==> config.mk <==
export PLATFORM = sky130hd
export DESIGN_NAME = decode_bundle_flat
export DESIGN_NICKNAME = d
export VERILOG_FILES = /design/src/rtl/decode_bundle_pkg.sv /design/src/rtl/decode_bundle_if.sv /design/src/rtl/decode_bundle_lane.sv /design/src/rtl/decode_bundle.sv /design/src/flat_wrapper.sv
export SDC_FILE = /design/constraint.sdc
export NUM_CORES = 1
export LEC_CHECK = 0
export ABC_CLOCK_PERIOD_IN_PS = 4300
export CAP_MARGIN = 20
export CORE_MARGIN = 3
export CORE_UTILIZATION = 31
export DETAILED_ROUTE_END_ITERATION = 8
export SLEW_MARGIN = 25
export SYNTH_ARGS = -nofsm -noshare
export SYNTH_HDL_FRONTEND = slang
export SYNTH_SLANG_ARGS = --single-unit
==> constraint.sdc <==
create_clock -name clk -period 4.3 [get_ports clk]
set_input_delay 0.43 -clock clk [delete_from_list [all_inputs] [get_ports clk]]
set_output_delay 0.43 -clock clk [all_outputs]
set_load 0.005 [all_outputs]
==> src/rtl/decode_bundle_pkg.sv <==
// Shared types and constants for the decode stage: ALU op codes, MIPS-style
// opcode/funct encodings, the per-lane decoded record and the buffer states.
package decode_pkg;

    localparam int ALU_OP_BITS = 9;
    typedef logic [ALU_OP_BITS-1:0] aluop_t;

    localparam aluop_t ALU_NOP  = 9'd0;
    localparam aluop_t ALU_ADD  = 9'd1;
    localparam aluop_t ALU_ADDU = 9'd2;
    localparam aluop_t ALU_SUB  = 9'd3;
    localparam aluop_t ALU_SUBU = 9'd4;
    localparam aluop_t ALU_AND  = 9'd5;
    localparam aluop_t ALU_OR   = 9'd6;
    localparam aluop_t ALU_XOR  = 9'd7;
    localparam aluop_t ALU_NOR  = 9'd8;
    localparam aluop_t ALU_SLT  = 9'd9;
    localparam aluop_t ALU_SLTU = 9'd10;
    localparam aluop_t ALU_SLL  = 9'd11;
    localparam aluop_t ALU_SRL  = 9'd12;
    localparam aluop_t ALU_SRA  = 9'd13;
    localparam aluop_t ALU_LUI  = 9'd14;

    localparam logic [5:0] OP_RTYPE = 6'h00;
    localparam logic [5:0] OP_ADDI  = 6'h08;
    localparam logic [5:0] OP_ADDIU = 6'h09;
    localparam logic [5:0] OP_SLTI  = 6'h0A;
    localparam logic [5:0] OP_SLTIU = 6'h0B;
    localparam logic [5:0] OP_ANDI  = 6'h0C;
    localparam logic [5:0] OP_ORI   = 6'h0D;
    localparam logic [5:0] OP_XORI  = 6'h0E;
    localparam logic [5:0] OP_LUI   = 6'h0F;

    localparam logic [5:0] FN_SLL  = 6'h00;
    localparam logic [5:0] FN_SRL  = 6'h02;
    localparam logic [5:0] FN_SRA  = 6'h03;
    localparam logic [5:0] FN_ADD  = 6'h20;
    localparam logic [5:0] FN_ADDU = 6'h21;
    localparam logic [5:0] FN_SUB  = 6'h22;
    localparam logic [5:0] FN_SUBU = 6'h23;
    localparam logic [5:0] FN_AND  = 6'h24;
    localparam logic [5:0] FN_OR   = 6'h25;
    localparam logic [5:0] FN_XOR  = 6'h26;
    localparam logic [5:0] FN_NOR  = 6'h27;
    localparam logic [5:0] FN_SLT  = 6'h2A;
    localparam logic [5:0] FN_SLTU = 6'h2B;

    typedef struct packed {
        aluop_t      aluop;
        logic        regw;
        logic        instvalid;
        logic [4:0]  src1;
        logic [4:0]  src2;
        logic [4:0]  rdst;
        logic [31:0] imm;
    } decoded_lane_t;

    typedef enum logic [1:0] {
        ST_EMPTY,
        ST_FULL,
        ST_SKID
    } buf_state_t;

    // Every legal encoding maps to a non-zero op, so ALU_NOP doubles as "illegal".
    function automatic aluop_t funct_to_aluop(input logic [5:0] funct);
        case (funct)
            FN_SLL:  return ALU_SLL;
            FN_SRL:  return ALU_SRL;
            FN_SRA:  return ALU_SRA;
            FN_ADD:  return ALU_ADD;
            FN_ADDU: return ALU_ADDU;
            FN_SUB:  return ALU_SUB;
            FN_SUBU: return ALU_SUBU;
            FN_AND:  return ALU_AND;
            FN_OR:   return ALU_OR;
            FN_XOR:  return ALU_XOR;
            FN_NOR:  return ALU_NOR;
            FN_SLT:  return ALU_SLT;
            FN_SLTU: return ALU_SLTU;
            default: return ALU_NOP;
        endcase
    endfunction

    function automatic aluop_t opcode_to_aluop(input logic [5:0] opcode);
        case (opcode)
            OP_ADDI:  return ALU_ADD;
            OP_ADDIU: return ALU_ADDU;
            OP_SLTI:  return ALU_SLT;
            OP_SLTIU: return ALU_SLTU;
            OP_ANDI:  return ALU_AND;
            OP_ORI:   return ALU_OR;
            OP_XORI:  return ALU_XOR;
            OP_LUI:   return ALU_LUI;
            default:  return ALU_NOP;
        endcase
    endfunction

endpackage

==> src/rtl/decode_bundle_if.sv <==
// Bundle handshake between fetch queue (master) and the decode stage (slave),
// plus the decoded output bundle towards rename/dispatch.
interface decode_bundle_if #(
    parameter int WIDTH   = 4,
    parameter int ALUOP_W = 9
);
    localparam int CNT_W = $clog2(WIDTH + 1);

    logic                     in_valid;
    logic                     in_ready;
    logic [WIDTH*32-1:0]      in_inst;
    logic [WIDTH-1:0]         in_mask;

    logic                     out_valid;
    logic                     out_ready;
    logic [WIDTH-1:0]         out_mask;
    logic [CNT_W-1:0]         out_count;
    logic [WIDTH*ALUOP_W-1:0] out_aluop;
    logic [WIDTH-1:0]         out_regw;
    logic [WIDTH-1:0]         out_instvalid;
    logic [WIDTH*5-1:0]       out_src1;
    logic [WIDTH*5-1:0]       out_src2;
    logic [WIDTH*5-1:0]       out_rdst;
    logic [WIDTH*32-1:0]      out_imm;

    modport master (
        output in_valid, in_inst, in_mask, out_ready,
        input  in_ready, out_valid, out_mask, out_count, out_aluop, out_regw,
               out_instvalid, out_src1, out_src2, out_rdst, out_imm
    );

    modport slave (
        input  in_valid, in_inst, in_mask, out_ready,
        output in_ready, out_valid, out_mask, out_count, out_aluop, out_regw,
               out_instvalid, out_src1, out_src2, out_rdst, out_imm
    );

endinterface

==> src/rtl/decode_bundle_lane.sv <==
// Combinational single-instruction decoder; an unoccupied lane yields all zeros.
module decode_lane
    import decode_pkg::*;
(
    input  logic          occupied,
    input  logic [31:0]   inst,
    output decoded_lane_t dec
);

    logic [5:0] opcode;
    logic [5:0] funct;

    assign opcode = inst[31:26];
    assign funct  = inst[5:0];

    always_comb begin
        // NOTE: assign every combinational output a default first so no path leaves it unassigned and infers a latch.
        dec = '0;
        if (occupied) begin
            dec.src1 = inst[25:21];
            dec.src2 = inst[20:16];
            dec.imm  = {{16{inst[15]}}, inst[15:0]};
            if (opcode == OP_RTYPE) begin
                dec.rdst  = inst[15:11];
                dec.aluop = funct_to_aluop(funct);
            end else begin
                dec.rdst  = inst[20:16];
                dec.aluop = opcode_to_aluop(opcode);
            end
            dec.instvalid = (dec.aluop != ALU_NOP);
            dec.regw      = dec.instvalid & (dec.rdst != 5'd0);
        end
    end

endmodule

==> src/rtl/decode_bundle.sv <==
// N-wide decode stage with a 2-entry skid buffer and registered in_ready.
// Define DECODE_COMPACT_EN to pack occupied slots into lanes 0..k-1.
module decode_bundle
    import decode_pkg::*;
#(
    parameter int WIDTH   = 4,
    parameter int ALUOP_W = 9
) (
    input  logic           clk,
    input  logic           rst_n,
    input  logic           flush,
    decode_bundle_if.slave bus
);

    localparam int CNT_W = $clog2(WIDTH + 1);

    typedef struct packed {
        decoded_lane_t [WIDTH-1:0] lane;
        logic [WIDTH-1:0]          mask;
        logic [CNT_W-1:0]          count;
    } bundle_t;

    logic [WIDTH-1:0]            occ;
    decoded_lane_t [WIDTH-1:0]   dec;
    logic [WIDTH-1:0][CNT_W-1:0] prefix;
    bundle_t                     incoming;

    buf_state_t state_q, state_d;
    bundle_t    main_q, main_d;
    bundle_t    skid_q, skid_d;
    logic       in_ready_q, in_ready_d;
    logic       out_valid;
    logic       accept;
    logic       rel;

    assign occ = bus.in_mask & {WIDTH{bus.in_valid}};

    for (genvar g = 0; g < WIDTH; g++) begin : g_lane
        decode_lane u_lane (
            .occupied (occ[g]),
            .inst     (bus.in_inst[32*g +: 32]),
            .dec      (dec[g])
        );
    end

    // prefix[i] counts occupied slots below slot i; it is both the compaction
    // target lane and the running popcount.
    always_comb begin
        incoming = '0;
        prefix   = '0;
        for (int i = 1; i < WIDTH; i++) begin
            prefix[i] = prefix[i-1] + CNT_W'(occ[i-1]);
        end
        incoming.count = prefix[WIDTH-1] + CNT_W'(occ[WIDTH-1]);
`ifdef DECODE_COMPACT_EN
        for (int j = 0; j < WIDTH; j++) begin
            incoming.mask[j] = (CNT_W'(j) < incoming.count);
            for (int i = 0; i < WIDTH; i++) begin
                if (occ[i] && (prefix[i] == CNT_W'(j))) begin
                    incoming.lane[j] = dec[i];
                end
            end
        end
`else
        incoming.mask = occ;
        incoming.lane = dec;
`endif
    end

    assign out_valid = (state_q != ST_EMPTY);
    assign accept    = bus.in_valid & in_ready_q & ~flush;
    assign rel       = out_valid & bus.out_ready;

    always_comb begin
        state_d = state_q;
        main_d  = main_q;
        skid_d  = skid_q;
        if (flush) begin
            state_d = ST_EMPTY;
            main_d  = '0;
        end else begin
            case (state_q)
                ST_EMPTY: begin
                    if (accept) begin
                        state_d = ST_FULL;
                        main_d  = incoming;
                    end
                end
                ST_FULL: begin
                    if (accept && rel) begin
                        main_d = incoming;
                    end else if (accept) begin
                        skid_d  = incoming;
                        state_d = ST_SKID;
                    end else if (rel) begin
                        state_d = ST_EMPTY;
                    end
                end
                ST_SKID: begin
                    if (rel) begin
                        main_d  = skid_q;
                        state_d = ST_FULL;
                    end
                end
                default: state_d = ST_EMPTY;
            endcase
        end
        // Registered from the next state so out_ready never reaches in_ready combinationally.
        in_ready_d = (state_d != ST_SKID);
    end

    always_ff @(posedge clk) begin
        if (!rst_n) begin
            state_q    <= ST_EMPTY;
            main_q     <= '0;
            // NOTE: the skid register is only read after a write, but resetting it keeps every flop defined after reset.
            skid_q     <= '0;
            in_ready_q <= 1'b1;
        end else begin
            // NOTE: non-blocking assignments so every flop samples pre-edge values regardless of statement order.
            state_q    <= state_d;
            main_q     <= main_d;
            skid_q     <= skid_d;
            in_ready_q <= in_ready_d;
        end
    end

    assign bus.in_ready  = in_ready_q;
    assign bus.out_valid = out_valid;
    assign bus.out_mask  = main_q.mask;
    assign bus.out_count = main_q.count;

    for (genvar g = 0; g < WIDTH; g++) begin : g_out
        assign bus.out_aluop[g*ALUOP_W +: ALUOP_W] = ALUOP_W'(main_q.lane[g].aluop);
        assign bus.out_regw[g]                     = main_q.lane[g].regw;
        assign bus.out_instvalid[g]                = main_q.lane[g].instvalid;
        assign bus.out_src1[5*g +: 5]              = main_q.lane[g].src1;
        assign bus.out_src2[5*g +: 5]              = main_q.lane[g].src2;
        assign bus.out_rdst[5*g +: 5]              = main_q.lane[g].rdst;
        assign bus.out_imm[32*g +: 32]             = main_q.lane[g].imm;
    end

endmodule

==> src/flat_wrapper.sv <==
// flat-port wrapper written by rule: the top's interface ports become plain ports
module decode_bundle_flat import decode_pkg::*;
#(
    parameter int WIDTH   = 4,
    parameter int ALUOP_W = 9
)
  (clk, rst_n, flush, bus_in_valid, bus_in_inst, bus_in_mask, bus_out_ready, bus_in_ready, bus_out_valid, bus_out_mask, bus_out_count, bus_out_aluop, bus_out_regw, bus_out_instvalid, bus_out_src1, bus_out_src2, bus_out_rdst, bus_out_imm);
  decode_bundle_if #(.WIDTH(WIDTH), .ALUOP_W(ALUOP_W)) bus_i ();
  input  logic clk;
  input  logic rst_n;
  input  logic flush;
  input wire logic [$bits(bus_i.in_valid)-1:0] bus_in_valid;
  input wire logic [$bits(bus_i.in_inst)-1:0] bus_in_inst;
  input wire logic [$bits(bus_i.in_mask)-1:0] bus_in_mask;
  input wire logic [$bits(bus_i.out_ready)-1:0] bus_out_ready;
  output wire logic [$bits(bus_i.in_ready)-1:0] bus_in_ready;
  output wire logic [$bits(bus_i.out_valid)-1:0] bus_out_valid;
  output wire logic [$bits(bus_i.out_mask)-1:0] bus_out_mask;
  output wire logic [$bits(bus_i.out_count)-1:0] bus_out_count;
  output wire logic [$bits(bus_i.out_aluop)-1:0] bus_out_aluop;
  output wire logic [$bits(bus_i.out_regw)-1:0] bus_out_regw;
  output wire logic [$bits(bus_i.out_instvalid)-1:0] bus_out_instvalid;
  output wire logic [$bits(bus_i.out_src1)-1:0] bus_out_src1;
  output wire logic [$bits(bus_i.out_src2)-1:0] bus_out_src2;
  output wire logic [$bits(bus_i.out_rdst)-1:0] bus_out_rdst;
  output wire logic [$bits(bus_i.out_imm)-1:0] bus_out_imm;
  assign bus_i.in_valid = bus_in_valid;
  assign bus_i.in_inst = bus_in_inst;
  assign bus_i.in_mask = bus_in_mask;
  assign bus_i.out_ready = bus_out_ready;
  assign bus_in_ready = bus_i.in_ready;
  assign bus_out_valid = bus_i.out_valid;
  assign bus_out_mask = bus_i.out_mask;
  assign bus_out_count = bus_i.out_count;
  assign bus_out_aluop = bus_i.out_aluop;
  assign bus_out_regw = bus_i.out_regw;
  assign bus_out_instvalid = bus_i.out_instvalid;
  assign bus_out_src1 = bus_i.out_src1;
  assign bus_out_src2 = bus_i.out_src2;
  assign bus_out_rdst = bus_i.out_rdst;
  assign bus_out_imm = bus_i.out_imm;
  decode_bundle #(.WIDTH(WIDTH), .ALUOP_W(ALUOP_W)) u_core (.clk(clk), .rst_n(rst_n), .flush(flush), .bus(bus_i));
endmodule
* After elaboration in Yosys (flattened, before gate mapping)
Memories as Yosys holds them, arrays and structs flattened.
Cells that the tools add are included.
** Word-level totals
- Output and inout port bits :: 241
- Memory bits (read-only) :: 1280
- Word-level logic and storage cells :: 148
- Memories :: 8
- Bits of input ports :: 137
- Bits in registers :: 481
** Memory list
- (no name shown) :: words 64, width 4, rd ports 1, clocked after memory_dff 0, wr ports 0, line decode_bundle_pkg.sv:66 : case (funct)
- (no name shown) :: words 64, width 4, rd ports 1, clocked after memory_dff 0, wr ports 0, line decode_bundle_pkg.sv:66
- (no name shown) :: words 64, width 4, rd ports 1, clocked after memory_dff 0, wr ports 0, line decode_bundle_pkg.sv:66
- (no name shown) :: words 64, width 4, rd ports 1, clocked after memory_dff 0, wr ports 0, line decode_bundle_pkg.sv:66
- (no name shown) :: words 16, width 4, rd ports 1, clocked after memory_dff 0, wr ports 0, line decode_bundle_pkg.sv:85 : case (opcode)
- (no name shown) :: words 16, width 4, rd ports 1, clocked after memory_dff 0, wr ports 0, line decode_bundle_pkg.sv:85
- +2 memories
** Operators by class
- Multiplexer cells :: 35
- Bitwise operators :: 11
- Eq/ne operators :: 6
- Reductions and logical operators :: 23
- Add/subtract/negate cells :: 3
** Operators by type and width (number)
- $mux W239 :: 3
- $pmux W239 S3 :: 1
- $mux W58 :: 4
- $mux W9 :: 12
- $mux W5 :: 8
- $reduce_bool A9 Y1 :: 4
- $logic_not A6 Y1 :: 4
- $reduce_bool A5 Y1 :: 4
- $mux W2 :: 6
- $logic_not A2 Y1 :: 5
- $reduce_and A4 Y1 :: 2
- $and A1 B1 Y1 :: 7
- $add A3 B1 Y3 :: 2
- $ne A2 B1 Y1 const B :: 3
- $pmux W2 S3 :: 1
- $and A4 B4 Y4 :: 1
- $not A1 Y1 :: 3
- $reduce_bool A3 Y1 :: 1
- $add A1 B1 Y2 :: 1
- $eq A2 B1 Y1 const B :: 1
- $eq A2 B2 Y1 const B :: 1
- $ne A2 B2 Y1 const B :: 1
- $reduce_bool A2 Y1 :: 1
- $reduce_or A2 Y1 :: 1
- $logic_and A1 B1 Y1 :: 1

* Longest topological paths before layout
Gate-level depths: netlist of the first run.
- Depth after elaboration :: 9
- Gate-level depth with buffers :: 9
- Mapped depth without buffers :: 8

* Modules after synthesis
From an unflattened synthesis of the first run, not the netlist that was laid out.
** Second synthesis, totals
- Cell total of the unflattened synthesis :: 2703
- Area, all modules :: 25996.2 um2
** By module, submodules not included
- decode_bundle :: sequential area each 9629.2 um2, area an instance 22883.2 um2, times used 1, cells an instance 2267
- decode_lane :: sequential area each 0.0 um2, area an instance 778.2 um2, times used 4, cells an instance 109

* Worst setup path before layout of the first run
Ideal clock, no wire load.
- Path type :: input to register
- Start :: input bus_in_mask[1]
- End :: register u_core.main_q (netlist bit u_core.bus.out_count[1])
- Path slack :: 1.810 ns
- Library setup time :: 0.091 ns
- Path buffers :: 2
- Arrival :: 2.399 ns
- Stages :: 9
- Data required time :: 4.209 ns
- Path through :: nand2_1 > inv_1 > clkbuf_1 > clkbuf_1 > ha_1 > fa_1 > ha_1 > nand2_1 > a311oi_1
** RTL lines
- start, declared :: line flat_wrapper.sv:14 : input wire logic [$bits(bus_i.in_mask)-1:0] bus_in_mask;
- end signal, assigned :: line decode_bundle.sv:122 : main_q <= main_d;
- end, declared :: line decode_bundle.sv:29 : bundle_t main_q, main_d;

==> impl_metrics.py, run 1 <==
metrics = {
    "yosys": {
        "avgSynthCellArea_sq_um": 7.91,
        "synth_fa_ha_area_share_pct": 1.96,
        "ys_seq_area_share_pct": 41.7,
        "synth_cells": 1902,
        "synth_compound_area_share_pct": 20.1,
        "synth_simple_gate_area_share_pct": 25.4,
        "synth_seq_cells": 313,
        "synthXorXnorAreaFrac_pct": 0,
        "synth_edf_count": 0,
        "ys.flop_type": "dfxtp_1",
        "synth_top_family_by_area": "simple AND/OR/NAND/NOR gates",
        "yosysWarnings": 0,
        "synthMuxAreaShare_pct": 1.54,
        "synthArstFlopShare_pct": 0,
        "syn-cell-area_sq_um": 15000,
        "synth_cell_types": 54,
    },
    "sta": {
        "fin_crit_ns": 2.77,
        "rsz0062_at_grt": "false",
        "max_slew_margin_pct": 35.0,
        "period_share_pct": 64.4,
        "fmax_mhz": 361,
        "fin_worst_skew_ns": 0.0192,
        "tns_ns": 0,
        "drv_slew": 0,
        "setup_slack_ns": 1.53,
        "setup_violations": 0,
        "final-hold-violation-count": 0,
        "tightest_slew_ns": 0.975,
    },
    "clocking": {
        "htree_levels": 2,
        "post_cts_buffers": 0,
        "cts_hold_buf": 0,
        "cts.clk_slew.worst_paths_ns": 0.06,
        "insertion_delay_ns": 0.55,
        "ctsResizeCount": 0,
        "numClockSinks": 313,
        "cts_made_buffers": 40,
        "cts-root-buf": "clkbuf_16",
        "cts_tree": "built",
        "clockBufferDepth": 3,
    },
    "hold_path": {
        "hold_path.class": "register to register",
    },
    "routing": {
        "via_count": 14567,
        "routed_wl_microns": 52900,
        "drc": 0,
        "drtPass1Iterations": 5,
        "wl_per_cell_microns": 19.4,
        "via_per_inst": 5.35,
        "drt_iter0_markers": 1001,
        "ant_nets": 0,
    },
    "placed_design": {
        "place_area_sq_um": 18500,
        "dpl_worst_slack_ns": 1.00,
        "dp_hpwl_microns": 34800,
        "io_buffers": 357,
        "gp_congestion": 0.762,
    },
    "power": {
        "swShare_pct": 25.2,
        "peakVddDrop_uv": 251,
        "power_frac_comb_pct": 11.9,
        "p_per_area_nw_per_um2": 362,
        "seqPwrFrac_pct": 42.0,
        "power.total_uw": 7160,
        "p_leak_uw": 0.00658,
        "power.internal_uw": 5350,
        "p_switching_uw": 1810,
        "clkPwrFrac_pct": 46.1,
    },
    "critical_path": {
        "end_kind": "register",
        "crit_required_ns": 4.75,
        "critical_path_arrival_ns": 3.22,
        "critPathMaxFanout": 16,
        "crit_path_start_kind": "input pin",
        "worstSetupPathType": "input pin to register",
    },
    "global_route": {
        "grt_pass1_vias": 13572,
        "grt_pass1_wl_microns": 79800,
        "antenna_found_initial": 2,
        "grt_overflow": 0,
        "grt_max_degree": 115,
        "grtUsageTotal_pct": 19.9,
    },
    "floorplan": {
        "dieWidth_microns": 226,
        "initial_utilization_pct": 31.4,
        "design.die.area_sq_um": 51200,
        "core_area_sq_um": 47800,
        "die_h_microns": 226,
        "std_cell_rows": 80,
        "io_pins": 378,
    },
    "final_layout": {
        "drive_gt1_share_pct": 5.17,
        "n_antenna_cell": 0,
        "finish.instance_area_sq_um": 19800,
        "nets": 2244,
        "area_delta_synth_final_pct": 31.5,
    },
    "status": {
        "outcome": "finished, final reports clean",
    },
    "run": {
        "maxCapViolations": 0,
    },
}
[synth_stat cells (all sizes together) (7+ instances only)]
master,instances,area share [%]
nor3,55,1.8
ha,22,1.8
nand3,223,7.4
a211oi,8,0.40
nor4,12,0.50
nor2,141,3.5
inv,18,0.45
a21oi,73,2.4
o32a,8,0.53
nand2,324,8.1
or4,8,0.40
nor2b,25,1.0
o21ai,50,1.7
a311oi,108,6.3
clkbuf,154,3.8
mux2i,22,1.5
buf,110,5.0
and4b,12,0.80
a31oi,23,0.96
dfxtp,313,42
and2,7,0.30
a21boi,129,6.4
[worst max-delay path: stages]
cell and delay (ns):
clkdlybuf4s50_1 0.77, nand2_1 0.50, inv_2 0.22, ha_1 0.26, fa_1 0.37, ha_1 0.31, nand2_1 0.06, a311oi_1 0.29
[power by group through the flow]
stage | Combinational (uW) | Sequential (uW) | Clock, uW
2_1_floorplan | 409 | 3070 | 0
3_3_place_gp | 839 | 3070 | 0
3_5_place_dp | 854 | 3070 | 0
4_1_cts | 859 | 3010 | 3390
5_1_grt | 932 | 3020 | 3500
6_report | 849 | 3010 | 3300
[worst paths after layout]
check / slack [ns] / depth (start not counted) / end / from
worst max-delay path: 1.53 / 8 / u_core.bus.out_count[1] / bus_in_valid
worst min-delay path: 0.46 / 2 / u_core.skid_q[58] / u_core.skid_q[58]
worst max register to register: 1.89 / 6 / u_core.bus.out_src2[1] / u_core.state_q[1]
worst min register to register: 0.46 / 2 / u_core.skid_q[58] / u_core.skid_q[58]
[layout make-up]
| class | instances | area [sq um] |
|---|---|---|
| Tap cell | 615 | 769 |
| Inverter | 18 | 67.6 |
| Multi-Input combinational cell | 1326 | 7500 |
| Fill cell | 4741 | 28100 |
| Clock inverter | 14 | 158 |
| Clock buffer | 53 | 1110 |
| Timing Repair Buffer | 385 | 3910 |
| Sequential cell | 313 | 6270 |
[logic make-up after synthesis]
kind of cell	count (synthesis)
multiplexers	23
AND/OR/NAND/NOR	838
adder cells (fa/ha/maj)	23
AO/OA/AOI/OAI	422
flip-flops	313
other	1
buffers and inverters	282
[registers in the layout, indices dropped and copies added, names as in the netlist]
| register | count |
|---|---|
| u_core.bus.out_imm | 64 |
| u_core.bus.out_mask | 4 |
| u_core.bus.out_src1 | 20 |
| u_core.bus.out_rdst | 20 |
| u_core.bus.in_ready | 1 |
| u_core.bus.out_count | 3 |
| u_core.bus.out_regw | 4 |
| u_core.skid_q | 155 |
| u_core.bus.out_aluop | 16 |
| u_core.state_q | 2 |
| u_core.bus.out_instvalid | 4 |
| u_core.bus.out_src2 | 20 |
[metrics by stage]
step | cells | util [%] | hold slack, ns
detailed placement | 2657 | 38.7 | 0.449
global placement | 2655 | 38.6 | 0.439
global route | 2724 | 41.3 | 0.478
floorplan | 1921 | - | 0.431
finish | 2724 | 41.3 | 0.456
CTS | 2724 | 41.3 | 0.445
[routing by layer]
layer	GRT usage (%)	share of wire (%)
met1	26.8	44
met4	6.19	2.5
met3	3.94	7.1
met2	32.1	46
met5	0	0.064
[layout by cell type, fill, tap and decap left out, types with 5 or more instances in the layout]
cell type          n
or2_2              5
a31oi_1           23
nor2b_1           23
nor3_1            55
clkinv_2           7
buf_4             19
dfxtp_1          313
conb_1            20
a311oi_1         108
nor4_1            12
clkbuf_1           8
and2_1             5
a21oi_1           73
or4_1              8
nor2_1           141
clkbuf_16         41
a21boi_0         126
ha_1              22
o21ai_0           50
clkdlybuf4s50_1  356
mux2i_1           22
nand2_1          323
o32a_1             8
nand3_1          223
nand4_1            5
and4b_1           12
a211oi_1           8
buf_12             8
inv_1             14
Power figures use the tool's default switching activity.
==> inputs of run 2 (changes only) <==
ABC_CLOCK_PERIOD_IN_PS = 2400   (was 4300)
clock period = 2.4 ns   (was 4.3 ns; I/O delays follow)
==> run 2 against run 1 <==
Setup slack worse by 1.4 ns. Sequential share of layout area shrank 1.2 points. Clock skew grew 0.0072 ns. Critical path depth is 1 higher. Total power grew 85%. Clock-buffer cell count is 4 higher. Combinational power is 90% higher. Non-clock buffer count is 65 higher. Utilization increased by 1.7 points. Via count up 1.1%. Critical path type unchanged. Critical endpoint is now u_core.bus.out_regw[3].
==> impl_metrics.py, run 2 (synthesis results as in run 1) <==
metrics = {
    "status": {
        "outcome": "finished, final reports clean",
    },
    "global_route": {
        "antenna_found_initial": 2,
        "grtUsageTotal_pct": 20.0,
        "grt_overflow": 0,
        "grt_max_degree": 149,
        "grt_pass1_wl_microns": 81200,
        "grt_pass1_vias": 14051,
    },
    "sta": {
        "period_share_pct": 92.8,
        "drv_slew": 0,
        "final-hold-violation-count": 0,
        "fin_crit_ns": 2.23,
        "fin_worst_skew_ns": 0.0265,
        "rsz0062_at_grt": "false",
        "fin_hold_ws_ns": 0.0751,
        "tightest_slew_ns": 0.839,
        "fmax_mhz": 449,
        "max_slew_margin_pct": 44.1,
        "setup_violations": 0,
    },
    "final_layout": {
        "drive_gt1_share_pct": 8.08,
        "area_delta_synth_final_pct": 36.8,
        "layout_commonest_cell": "clkdlybuf4s50_1",
        "fin_cells": 2793,
        "nets": 2309,
        "largest_reg_flops": 155,
        "n_antenna_cell": 0,
        "layout_common_cells": "clkdlybuf4s50_1, nand2_1, dfxtp_1",
        "utilization_pct": 43.0,
        "top_register": "u_core.skid_q",
    },
    "critical_path": {
        "end_kind": "register",
        "worstSetupPathType": "input pin to register",
        "critPathMaxFanout": 2,
        "critical_path_arrival_ns": 2.71,
        "crit_required_ns": 2.88,
        "crit_path_start_kind": "input pin",
    },
    "floorplan": {
        "std_cell_rows": 80,
        "initial_utilization_pct": 31.4,
        "core_area_sq_um": 47800,
        "dieWidth_microns": 226,
        "io_pins": 378,
        "die_h_microns": 226,
        "design.die.area_sq_um": 51200,
    },
    "placed_design": {
        "gp_congestion": 0.810,
        "io_buffers": 357,
        "place_inst": 2722,
        "dp_hpwl_microns": 35400,
    },
    "routing": {
        "routed_wl_microns": 53300,
        "drt_iter0_markers": 1060,
        "wl_per_cell_microns": 19.1,
        "via_count": 14728,
        "drtPass1Iterations": 6,
        "ant_nets": 0,
        "via_per_inst": 5.27,
        "drc": 0,
    },
    "clocking": {
        "insertion_delay_ns": 0.56,
        "clockBufferDepth": 3,
        "cts-root-buf": "clkbuf_16",
        "cts_hold_buf": 0,
        "htree_levels": 2,
        "cts_tree": "built",
        "ctsResizeCount": 0,
        "cts_made_buffers": 40,
        "numClockSinks": 313,
        "post_cts_buffers": 0,
        "cts.clk_slew.worst_paths_ns": 0.06,
    },
    "hold_path": {
        "hold_path.class": "input pin to register",
    },
    "power": {
        "p_leak_uw": 0.00699,
        "p_per_area_nw_per_um2": 642,
        "peakVddDrop_uv": 407,
    },
    "run": {
        "maxCapViolations": 0,
    },
}
## run 2: changes by cell type in the layout (fill, tap and decap cells not counted), sizes merged
cell	before	now
bufinv	3	4
clkinv	8	3
buf	29	94
clkinvlp	2	6
clkbuf	53	57
## run 2: final timing paths
check,from,end,slack [ns],depth (start not counted)
worst min register to register,u_core.skid_q[166],u_core.bus.out_src1[11],0.45,2
worst max-delay path,bus_in_inst[96],u_core.bus.out_regw[3],0.17,9
worst max register to register,u_core.state_q[1],u_core.bus.out_src1[14],0.39,6
worst min-delay path,rst_n,u_core.skid_q[211],0.08,2
## run 2: routing by layer
layer  up-vias  global-route usage, %  routed length (microns)
met5         -                      0                       28
met4         4                   5.66                     1040
met3        65                   4.61                     4010
met2       492                   32.8                    24900
met1      7066                   26.3                    23300
li1       7101                      -                        -
## run 2: final cells by class
class / instances / area, sq um
tap: 615 / 769
multi-input combinational: 1326 / 7500
inverter: 18 / 67.6
clock inverter: 14 / 203
timing repair buffer: 450 / 4620
clock buffer: 57 / 1160
fill: 4703 / 27300
sequential: 313 / 6270
## run 2: through the flow
step / TNS (ns) / worst slack, ns / total power, uW / area (sq um)
2_1_floorplan: 0 / 0.100 / 6230 / 15100
3_3_place_gp: -0.436 / -0.210 / 7110 / 19200
3_5_place_dp: -1.02 / -0.326 / 7120 / 19200
4_1_cts: 0 / 0.130 / 13400 / 20600
5_1_grt: 0 / 0.0439 / 13700 / 20600
6_report: 0 / 0.174 / 13200 / 20600
## run 2: report_power, final
| group | leakage, uW | total [uW] | internal [uW] | switching, uW |
|---|---|---|---|---|
| Sequential | 0.00253 | 5390 | 5310 | 80.5 |
| Clock | 0.000644 | 6210 | 3800 | 2410 |
| Combinational | 0.00381 | 1610 | 796 | 819 |
## run 2: worst max-delay path, stage by stage
cell	delay, ns
clkdlybuf4s50_1	0.49
inv_1	0.06
ha_1	0.32
nor4_1	0.41
a211oi_1	0.08
o32ai_1	0.34
nor4_1	0.11
or4_1	0.47
a31oi_1	0.18
==> inputs of run 3 (changes only) <==
ABC_CLOCK_PERIOD_IN_PS = default   (was 2400)
==> results of run 3 <==
No change in the layout: final DEF, timing and power equal those of run 2.
